### src/rtl/idu_decode_stage.sv
// idu_decode_stage: registered RV32I/RV64I decode between IFU and EXU.
// Define IDU_SKID_EN for a two-entry skid buffer with a registered in_ready.
module idu_decode_stage #(
    parameter int unsigned XLEN = 32
) (
    input  logic            clk,
    input  logic            rst,
    input  logic            flush,
    input  logic            in_valid,
    output logic            in_ready,
    input  logic [31:0]     in_inst,
    input  logic [XLEN-1:0] in_pc,
    output logic            out_valid,
    input  logic            out_ready,
    output logic [XLEN-1:0] out_pc,
    output logic [31:0]     out_inst,
    output logic [2:0]      out_itype,
    output logic [XLEN-1:0] out_imm,
    output logic [4:0]      out_rd,
    output logic [4:0]      out_rs1,
    output logic [4:0]      out_rs2,
    output logic            out_illegal
);

    localparam logic [2:0] TypeNull = 3'd0;
    localparam logic [2:0] TypeR    = 3'd1;
    localparam logic [2:0] TypeI    = 3'd2;
    localparam logic [2:0] TypeS    = 3'd3;
    localparam logic [2:0] TypeB    = 3'd4;
    localparam logic [2:0] TypeU    = 3'd5;
    localparam logic [2:0] TypeJ    = 3'd6;

    typedef struct packed {
        logic [XLEN-1:0] pc;
        logic [31:0]     inst;
        logic [2:0]      itype;
        logic [XLEN-1:0] imm;
        logic            illegal;
    } entry_t;

    entry_t             dec;
    logic signed [31:0] imm32;

    // Every recognised opcode ends in 2'b11, so compressed encodings fall into default.
    always_comb begin
        dec         = '0;
        imm32       = '0;
        dec.pc      = in_pc;
        dec.inst    = in_inst;
        dec.itype   = TypeNull;
        dec.illegal = 1'b0;
        case (in_inst[6:0])
            7'b0110011: dec.itype = TypeR;
            7'b0010011, 7'b0000011, 7'b1100111, 7'b1110011: begin
                dec.itype = TypeI;
                imm32     = {{20{in_inst[31]}}, in_inst[31:20]};
            end
            7'b0100011: begin
                dec.itype = TypeS;
                imm32     = {{20{in_inst[31]}}, in_inst[31:25], in_inst[11:7]};
            end
            7'b1100011: begin
                dec.itype = TypeB;
                imm32     = {{19{in_inst[31]}}, in_inst[31], in_inst[7], in_inst[30:25],
                             in_inst[11:8], 1'b0};
            end
            7'b0110111, 7'b0010111: begin
                dec.itype = TypeU;
                imm32     = {in_inst[31:12], 12'b0};
            end
            7'b1101111: begin
                dec.itype = TypeJ;
                imm32     = {{11{in_inst[31]}}, in_inst[31], in_inst[19:12], in_inst[20],
                             in_inst[30:21], 1'b0};
            end
            default: dec.illegal = 1'b1;
        endcase
        dec.imm = XLEN'(imm32);
    end

    entry_t main_q, main_d;
    logic   main_valid_q, main_valid_d;
    logic   accept;

`ifdef IDU_SKID_EN
    entry_t skid_q, skid_d;
    logic   skid_valid_q, skid_valid_d;
    logic   in_ready_q, in_ready_d;
    logic   out_hs;

    assign in_ready = in_ready_q;
    assign accept   = in_valid && in_ready_q;
    assign out_hs   = main_valid_q && out_ready;

    always_comb begin
        main_d       = main_q;
        main_valid_d = main_valid_q;
        skid_d       = skid_q;
        skid_valid_d = skid_valid_q;
        if (flush) begin
            main_valid_d = 1'b0;
            skid_valid_d = 1'b0;
        end else if (!main_valid_q || out_hs) begin
            if (skid_valid_q) begin
                main_d       = skid_q;
                main_valid_d = 1'b1;
                skid_valid_d = 1'b0;
            end else begin
                main_valid_d = accept;
                if (accept) main_d = dec;
            end
        end else if (accept) begin
            skid_d       = dec;
            skid_valid_d = 1'b1;
        end
        in_ready_d = !skid_valid_d;
    end

    always_ff @(posedge clk or posedge rst) begin
        if (rst) begin
            main_q       <= '0;
            main_valid_q <= 1'b0;
            skid_q       <= '0;
            skid_valid_q <= 1'b0;
            in_ready_q   <= 1'b1;
        end else begin
            main_q       <= main_d;
            main_valid_q <= main_valid_d;
            skid_q       <= skid_d;
            skid_valid_q <= skid_valid_d;
            in_ready_q   <= in_ready_d;
        end
    end
`else
    assign in_ready = !main_valid_q || out_ready;
    assign accept   = in_valid && in_ready;

    always_comb begin
        main_d       = main_q;
        main_valid_d = main_valid_q;
        if (flush) begin
            main_valid_d = 1'b0;
        end else if (in_ready) begin
            main_valid_d = in_valid;
            if (accept) main_d = dec;
        end
    end

    always_ff @(posedge clk or posedge rst) begin
        if (rst) begin
            main_q       <= '0;
            main_valid_q <= 1'b0;
        end else begin
            main_q       <= main_d;
            main_valid_q <= main_valid_d;
        end
    end
`endif

    assign out_valid   = main_valid_q;
    assign out_pc      = main_q.pc;
    assign out_inst    = main_q.inst;
    assign out_itype   = main_q.itype;
    assign out_imm     = main_q.imm;
    assign out_illegal = main_q.illegal;
    assign out_rd      = main_q.inst[11:7];
    assign out_rs1     = main_q.inst[19:15];
    assign out_rs2     = main_q.inst[24:20];

endmodule

### config.mk
export PLATFORM = sky130hd
export DESIGN_NAME = idu_decode_stage
export DESIGN_NICKNAME = d
export VERILOG_FILES = /design/src/rtl/idu_decode_stage.sv
export SDC_FILE = /design/constraint.sdc
export NUM_CORES = 1
export LEC_CHECK = 0
export CAP_MARGIN = 25
export CORE_ASPECT_RATIO = 1.25
export CORE_UTILIZATION = 47
export CTS_BUF_LIST = sky130_fd_sc_hd__clkbuf_2 sky130_fd_sc_hd__clkbuf_4 sky130_fd_sc_hd__clkbuf_8
export DETAILED_ROUTE_END_ITERATION = 10
export PLACE_DENSITY = 0.87
export SLEW_MARGIN = 0
export SYNTH_ARGS = -nofsm -noshare
export SYNTH_HDL_FRONTEND = slang
export SYNTH_SLANG_ARGS = --single-unit
### constraint.sdc
create_clock -name clk -period 5.4 [get_ports clk]
set_input_delay 0.54 -clock clk [delete_from_list [all_inputs] [get_ports clk]]
set_output_delay 0.54 -clock clk [all_outputs]
set_load 0.02 [all_outputs]
## Word level (Yosys, flattened, before mapping)

Cells that the tools add are included.

| word-level totals | value |
|---|---|
| bits in registers | 101 |
| output and inout port bits | 117 |

| cells by class | value |
|---|---|
| bitwise logic cells | 1 |
| eq/ne operators | 10 |
| reduce and logical (&&, ||, !) cells | 8 |
| muxes and demuxes | 5 |

Operator list:

| kind | count |
|---|---|
| $pmux W32 S5 | 1 |
| $eq A7 B7 Y1 const B | 4 |
| $eq A7 B6 Y1 const B | 3 |
| $pmux W3 S6 | 1 |
| $eq A7 B5 Y1 const B | 2 |
| $reduce_or A10 Y1 | 1 |
| $eq A7 B2 Y1 const B | 1 |
| $reduce_or A4 Y1 | 1 |
| $mux W1 | 3 |
| $reduce_and A3 Y1 | 1 |
| $reduce_bool A2 Y1 | 1 |
| $reduce_or A2 Y1 | 1 |
| $logic_and A1 B1 Y1 | 1 |
| $logic_not A1 Y1 | 1 |
| $logic_or A1 B1 Y1 | 1 |
| $not A1 Y1 | 1 |

## Depth between registers and ports, before layout

Gate-level depths: netlist (run 1).

| depth | value |
|---|---|
| depth in word-level cells | 4 |
| mapped depth | 7 |
| depth with buffers taken out | 5 |

## Worst setup path after synthesis (run 1)

OpenSTA, ideal clock, no wires.

| timing path | value |
|---|---|
| path kind | input to register |
| start | in in_inst[2] |
| end | reg main_q, in the netlist out_imm[11] |
| path slack | 3.627 ns |
| data arrival time | 1.652 ns |
| required time | 5.279 ns |
| library setup time | 0.121 ns |
| stages | 7 |
| path through | and4b_4 -> and3_1 -> buf_6 -> a21oi_4 -> a21oi_4 -> buf_6 -> a22o_1 |

| between the ends | value |
|---|---|
| cells in the longest elaborated chain, start to end | 3 |
| elaborated cells on any way between the ends | 12 |
| those cells by class | 9 x eq/ne; 1 x mux; 2 x reduce/logical |

Ends and longest elaborated chain:

| item | line | text |
|---|---|---|
| from (decl) | 11 | `input logic [31:0] in_inst,` |
| $eq A7 B5 Y1 (tied with other cells) | 52 | `case (in_inst[6:0])` |
| $reduce_or A4 Y1 or $reduce_or A2 Y1 (tied branches) | 52 |  |
| $pmux W32 S5 (*) | 52 |  |
| to (signal assigned) | 154 | `main_q <= main_d;` |
| to (decl) | 81 | `entry_t main_q, main_d;` |

Every way passes the cells marked *; elsewhere a longest branch is shown, timed or not.
A chain may end at the register's enable or synchronous reset.

## Worst setup path after layout (run 1)

| timing path | value |
|---|---|
| start | in in_inst[5] |
| end | reg main_q, in the netlist out_imm[0] |

The elaborated chain is that of the path after synthesis.

==> impl_metrics.tcl, run 1 <==
set metrics [dict create \
    critPathBufInv 1 \
    drcViolationCount 0 \
    cpMostUsedCell "a21oi_4" \
    cts_hold_buf 0 \
    gr-usage-all-layers 0.252 \
    synth-adder-area-share 0 \
    critPathLaunch "in_inst[5]" \
    synth_seq_cells 101 \
    fp.dieW_um 87.4 \
    ant_nets 0 \
    cp_cell_sequence "clkdlybuf4s50_1, and4b_4, and3_1, a21oi_4, a21oi_4, a32o_1" \
    slew_headroom 0.360 \
    crit-reg2reg-launch "out_valid" \
    routed_wl_mm 11.4 \
    mostFrequentLayoutCells "203 x nand2_1, 185 x clkdlybuf4s50_1, 101 x dfrtp_1" \
    ios 186 \
    numCtsBuffers 9 \
    multiInputGateArea_mm2 0.00147 \
    hold_violations 0 \
    drive_gt1_frac 0.0444 \
    setup_tns_ps 0 \
    hold_ws_ps 481 \
    die_h_um 109 \
    clk_path_buf_depth 2 \
    worst_pin_slew_ps 959 \
    initial_core_util 0.490 \
    crit_arrival_ps 2700 \
    num_rows 38 \
    max_clock_freq_mhz 418 \
    cpPeakStageDelay_ps 720 \
    rsz0062_at_grt "no" \
    drv_slew 0 \
    dieArea_mm2 0.00950 \
    post_cts_buffers 0 \
    grt_pass1_wl_mm 18.4 \
    placed_cell_area_mm2 0.00608 \
    crit_family "compound AO/OA/AOI/OAI gates" \
    clkTransAtPathRegs_ps 90 \
    status "finished clean" \
    final_common_cell "nand2_1" \
    synth_cell_types 37 \
    p_leak_nw 2.94 \
    htree_levels 3 \
    critPathSlowestCell "clkdlybuf4s50_1" \
    maxCapViolCount 0 \
    synthCells 467 \
    nets 695 \
    syn_to_final_growth_pct 46.5 \
    io_buffers 185 \
    hold_path_class "reg -> reg" \
    grt_max_degree 98 \
    clock_sinks 101 \
    synth.area.mux_share 0.00234 \
    ys_warn_count 0 \
    setup-violations-final 0 \
    min-delay-start "out_pc[29]" \
    crit_type "in -> reg" \
    root_buffer "clkbuf_8" \
    synthXorXnorAreaFrac 0 \
    grt_pass1_vias 3820 \
    clock-skew-final_ps 9.74 \
    cts_tree "yes" \
    num-fill-cells 663 \
    synth_compound_area_frac 0.111 \
    firstDrtPassIters 5 \
    vias_per_cell 5.14 \
    routabilityCongestion 0.830 \
    fin_crit_ps 2390 \
    cp-start-kind "input port" \
    antenna_cells 0 \
    vdd_drop_max_mv 0.189 \
    syn_nets 536 \
    coreArea_mm2 0.00875 \
    antenna_found_initial 0 \
    cts_resized 0 \
    power_density_mw_per_mm2 308 \
    synth_top_family_by_area "simple AND/OR/NAND/NOR gates" \
    critical_path.max_fanout 14 \
    synth.avg_cell_area_um2 9.17 \
    syn-cell-area_mm2 0.00428 \
    final_area_mm2 0.00628 \
    fin_crit_sh 0.443 \
    dr_total_vias 3853 \
    ys_seq_area_frac 0.590 \
    initialDrtViolationCount 281 \
    crit_path_end_kind "flop" \
    synthSimpleGateAreaFrac 0.228 \
    crit_required_ps 5710 \
    wl_per_cell_um 15.2 \
    regArea_mm2 0.00253 \
    hpwl_mm 8.33 \
    overflow 0 \
    insertion_delay_ps 360 \
]
cells by family (layout without fill, tap and decap cells):
family | Yosys count | after routing
buf+inv | 54 | 217
compound gates | 72 | 72
simple gates | 239 | 239
mux | 1 | 1
flops | 101 | 101
cells in the mapped netlist, drive strengths merged:
cell | count | area (um^2)
dfrtp | 101 | 2530
and3 | 2 | 13.8
and4b | 3 | 33.8
nor2 | 17 | 63.8
o311ai | 1 | 8.76
nand2b | 1 | 6.26
mux2i | 1 | 10.0
a32o | 1 | 10.0
or2 | 1 | 6.26
nand4 | 1 | 6.26
and3b | 2 | 17.5
and4bb | 1 | 12.5
clkbuf | 14 | 52.6
a21boi | 1 | 7.51
nor2b | 2 | 12.5
a22o | 13 | 114
a21o | 1 | 7.51
a211oi | 2 | 15.0
o21a | 1 | 7.51
buf | 27 | 193
a31oi | 3 | 18.8
inv | 13 | 48.8
o211ai | 2 | 15.0
nand3b | 1 | 7.51
nand2 | 203 | 762
a32oi | 1 | 8.76
a21oi | 17 | 119
nor3b | 2 | 15.0
o21ai | 29 | 145
nor4b | 1 | 8.76
nand3 | 2 | 10.0
worst paths after layout:
| path | end | slack [ps] | depth (start not counted) |
|---|---|---|---|
| setup / recovery | out_imm[0] | 3010 | 6 |
| hold / removal | out_pc[29] | 480 | 2 |
| setup reg to reg | out_imm[0] | 3250 | 6 |
| hold reg to reg | out_pc[29] | 480 | 2 |
| max in group asynchronous | out_inst[11] | 3730 | 3 |
| min in group asynchronous | out_inst[30] | 570 | 2 |
sequential cells by signal (all words and copies together) (netlist names):
name,count
out_itype,3
out_illegal,1
out_imm,32
out_valid,1
out_inst,32
out_pc,32
metrics by stage:
step | utilization | power [mW] | instances | setup slack [ps]
floorplan | - | 1.18 | 467 | 2210
global placement | 0.695 | 1.46 | 735 | 2750
detailed placement | 0.695 | 1.47 | 735 | 2680
CTS | 0.718 | 1.96 | 750 | 3070
global route | 0.718 | 2.03 | 750 | 2880
finish | 0.718 | 1.94 | 750 | 3010
metal layers:
metal,track usage,part of all wire,vias up
li1,-,-,1798
met4,0.138,0.035,0
met1,0.315,0.39,1850
met3,0.0424,0.059,33
met2,0.416,0.52,172
met5,0,0,-
tightest hold or removal path, delay by kind of cell (launching register included):
| kind | cells | cell delay, ps |
|---|---|---|
| DFF | 1 | 350 |
| and+or+nand+nor | 2 | 100 |
layout make-up:
cell class,count,area share
Clock buffer,12,0.0243
Timing Repair Buffer,189,0.300
Tap cell,120,0.0239
Sequential cell,101,0.403
Clock inverter,3,0.00737
Multi-Input combinational cell,312,0.234
Inverter,13,0.00817
power by group:
| group | internal [mW] | switching [mW] | total [mW] |
|---|---|---|---|
| clock network | 0.236 | 0.247 | 0.483 |
| logic | 0.264 | 0.294 | 0.558 |
| registers | 0.844 | 0.0514 | 0.896 |
No activity file was read; power rests on OpenSTA's default activity.
==> inputs of run 2 (changes only) <==
--- a/config.mk
+++ b/config.mk
@@ -7,10 +7,10 @@
 export LEC_CHECK = 0
 export CAP_MARGIN = 25
 export CORE_ASPECT_RATIO = 1.25
-export CORE_UTILIZATION = 47
+export CORE_UTILIZATION = 44
 export CTS_BUF_LIST = sky130_fd_sc_hd__clkbuf_2 sky130_fd_sc_hd__clkbuf_4 sky130_fd_sc_hd__clkbuf_8
 export DETAILED_ROUTE_END_ITERATION = 10
-export PLACE_DENSITY = 0.87
+export PLACE_DENSITY = 0.82
 export SLEW_MARGIN = 0
 export SYNTH_ARGS = -nofsm -noshare
 export SYNTH_HDL_FRONTEND = slang
==> constraint.sdc (replaced) <==
create_clock -name clk -period 2.5 [get_ports clk]
set_input_delay 0.25 -clock clk [delete_from_list [all_inputs] [get_ports clk]]
set_output_delay 0.25 -clock clk [all_outputs]
set_load 0.02 [all_outputs]
==> run 2 against run 1 <==
Effect of this change: setup slack got worse by 2500 ps; combinational power rose by 120%; count of clock-buffer cells in the layout fell by 2; sequential power rose by 120%; utilization fell by 3.6 points; via count fell by 3.8%; wire length fell by 1.7%; critical path depth did not move.
==> impl_metrics.tcl, run 2 (synthesis results as in run 1) <==
set metrics [dict create \
    initialDrtViolationCount 218 \
    htree_levels 3 \
    grt_pass1_wl_mm 18.6 \
    use_met1 0.281 \
    grtUsageMet2 0.390 \
    antenna_found_initial 0 \
    critPathSlowestCell "clkdlybuf4s50_1" \
    root_buffer "clkbuf_8" \
    syn_to_final_growth_pct 48.3 \
    critPathBufInv 1 \
    drive_gt1_frac 0.0549 \
    routed_wl_mm 11.2 \
    setup-violations-final 0 \
    drv_slew 0 \
    drcViolationCount 0 \
    ant_nets 0 \
    dr_total_vias 3705 \
    p_leak_nw 2.98 \
    final_common_cell "nand2_1" \
    fin_crit_ps 1990 \
    grt_use_met3 0.0495 \
    mostFrequentLayoutCells "203 x nand2_1, 185 x clkdlybuf4s50_1, 101 x dfrtp_1" \
    cts_hold_buf 0 \
    grt.busiest_layer "met2" \
    crit_arrival_ps 2280 \
    antenna_cells 0 \
    max_clock_freq_mhz 503 \
    cpPeakStageDelay_ps 560 \
    crit_family "simple AND/OR/NAND/NOR gates" \
    grt_max_degree 102 \
    vias_per_cell 4.88 \
    clk_path_buf_depth 2 \
    fp.dieW_um 90.3 \
    post_cts_buffers 0 \
    firstDrtPassIters 4 \
    hold_violations 0 \
    crit_type "in -> reg" \
    layoutNonFillerInstCount 760 \
    vdd_drop_max_mv 0.368 \
    crit_required_ps 2800 \
    power_density_mw_per_mm2 654 \
    fin_crit_sh 0.795 \
    cp_cell_sequence "clkdlybuf4s50_1, and4b_4, and3_1, a21oi_4, a21oi_4, a32o_1" \
    clkTransAtPathRegs_ps 90 \
    fin_util 0.682 \
    hpwl_mm 8.17 \
    dp.cells 746 \
    insertion_delay_ps 360 \
    cts_tree "yes" \
    coreArea_mm2 0.00932 \
    cp-start-kind "input port" \
    slew_headroom 0.653 \
    numCtsBuffers 9 \
    critical_path.max_fanout 14 \
    ios 186 \
    status "finished clean" \
    die_h_um 112 \
    routabilityCongestion 0.818 \
    cts_resized 0 \
    initial_core_util 0.460 \
    io_buffers 185 \
    maxCapViolCount 0 \
    overflow 0 \
    gr-usage-all-layers 0.231 \
    dieArea_mm2 0.0101 \
    rsz0062_at_grt "no" \
    clock-skew-final_ps 9.21 \
    setup_tns_ps 0 \
    grt_pass1_vias 3734 \
    worst_pin_slew_ps 520 \
    crit_path_end_kind "flop" \
    num_rows 39 \
    cpMostUsedCell "a21oi_4" \
    hold_path_class "in -> async" \
    clock_sinks 101 \
    wl_per_cell_um 14.7 \
    nets 703 \
]
run 2: cell types whose count changed in the layout (fill, tap and decap cells not counted), sizes merged:
| cell | delta |
|---|---|
| clkinv | +1 |
| buf | +8 |
| clkbuf | -2 |
run 2: power breakdown:
| group | switching (mW) | internal [mW] |
|---|---|---|
| Sequential | 0.113 | 1.82 |
| Combinational | 0.628 | 0.581 |
| Clock | 0.533 | 0.480 |
run 2: layer usage:
metal | routed length (um) | share of wire
met1 | 4550 | 0.41
met5 | 0 | 0
met4 | 385 | 0.034
met2 | 5620 | 0.50
met3 | 650 | 0.058
run 2: cell type report:
class | instances | area (um^2)
sequential | 101 | 2530
clock buffer | 10 | 138
timing repair buffer | 197 | 1970
multi-input combinational | 312 | 1470
fill | 727 | 2970
clock inverter | 4 | 48.8
tap | 123 | 154
inverter | 13 | 52.6
run 2: worst paths after layout:
path / startpoint / to / slack, ps / cells past startpoint
setup / recovery: in_inst[4] / out_imm[0] / 510 / 6
hold / removal: rst / out_pc[0] / 390 / 3
setup reg to reg: out_valid / out_imm[9] / 830 / 6
hold reg to reg: out_illegal / out_illegal / 470 / 2
max in group asynchronous: rst / out_imm[10] / 1730 / 3
min in group clk: in_pc[8] / out_pc[8] / 420 / 3
run 2: metrics by stage:
stage	total power, mW	instance area, um^2	hold slack [ps]	worst slack [ps]
floorplan	2.55	4290	316	875
global placement	3.16	6170	454	242
detailed placement	3.18	6170	455	171
CTS	4.20	6350	399	558
global route	4.34	6350	415	415
finish	4.16	6350	389	512
run 2: worst register-to-register path, cell delays in order, from the launching register on:
cell,delay [ps]
dfrtp_1,370
nor2b_1,270
inv_1,90
nand3b_1,170
buf_4,470
nand2_1,120
o21ai_0,100
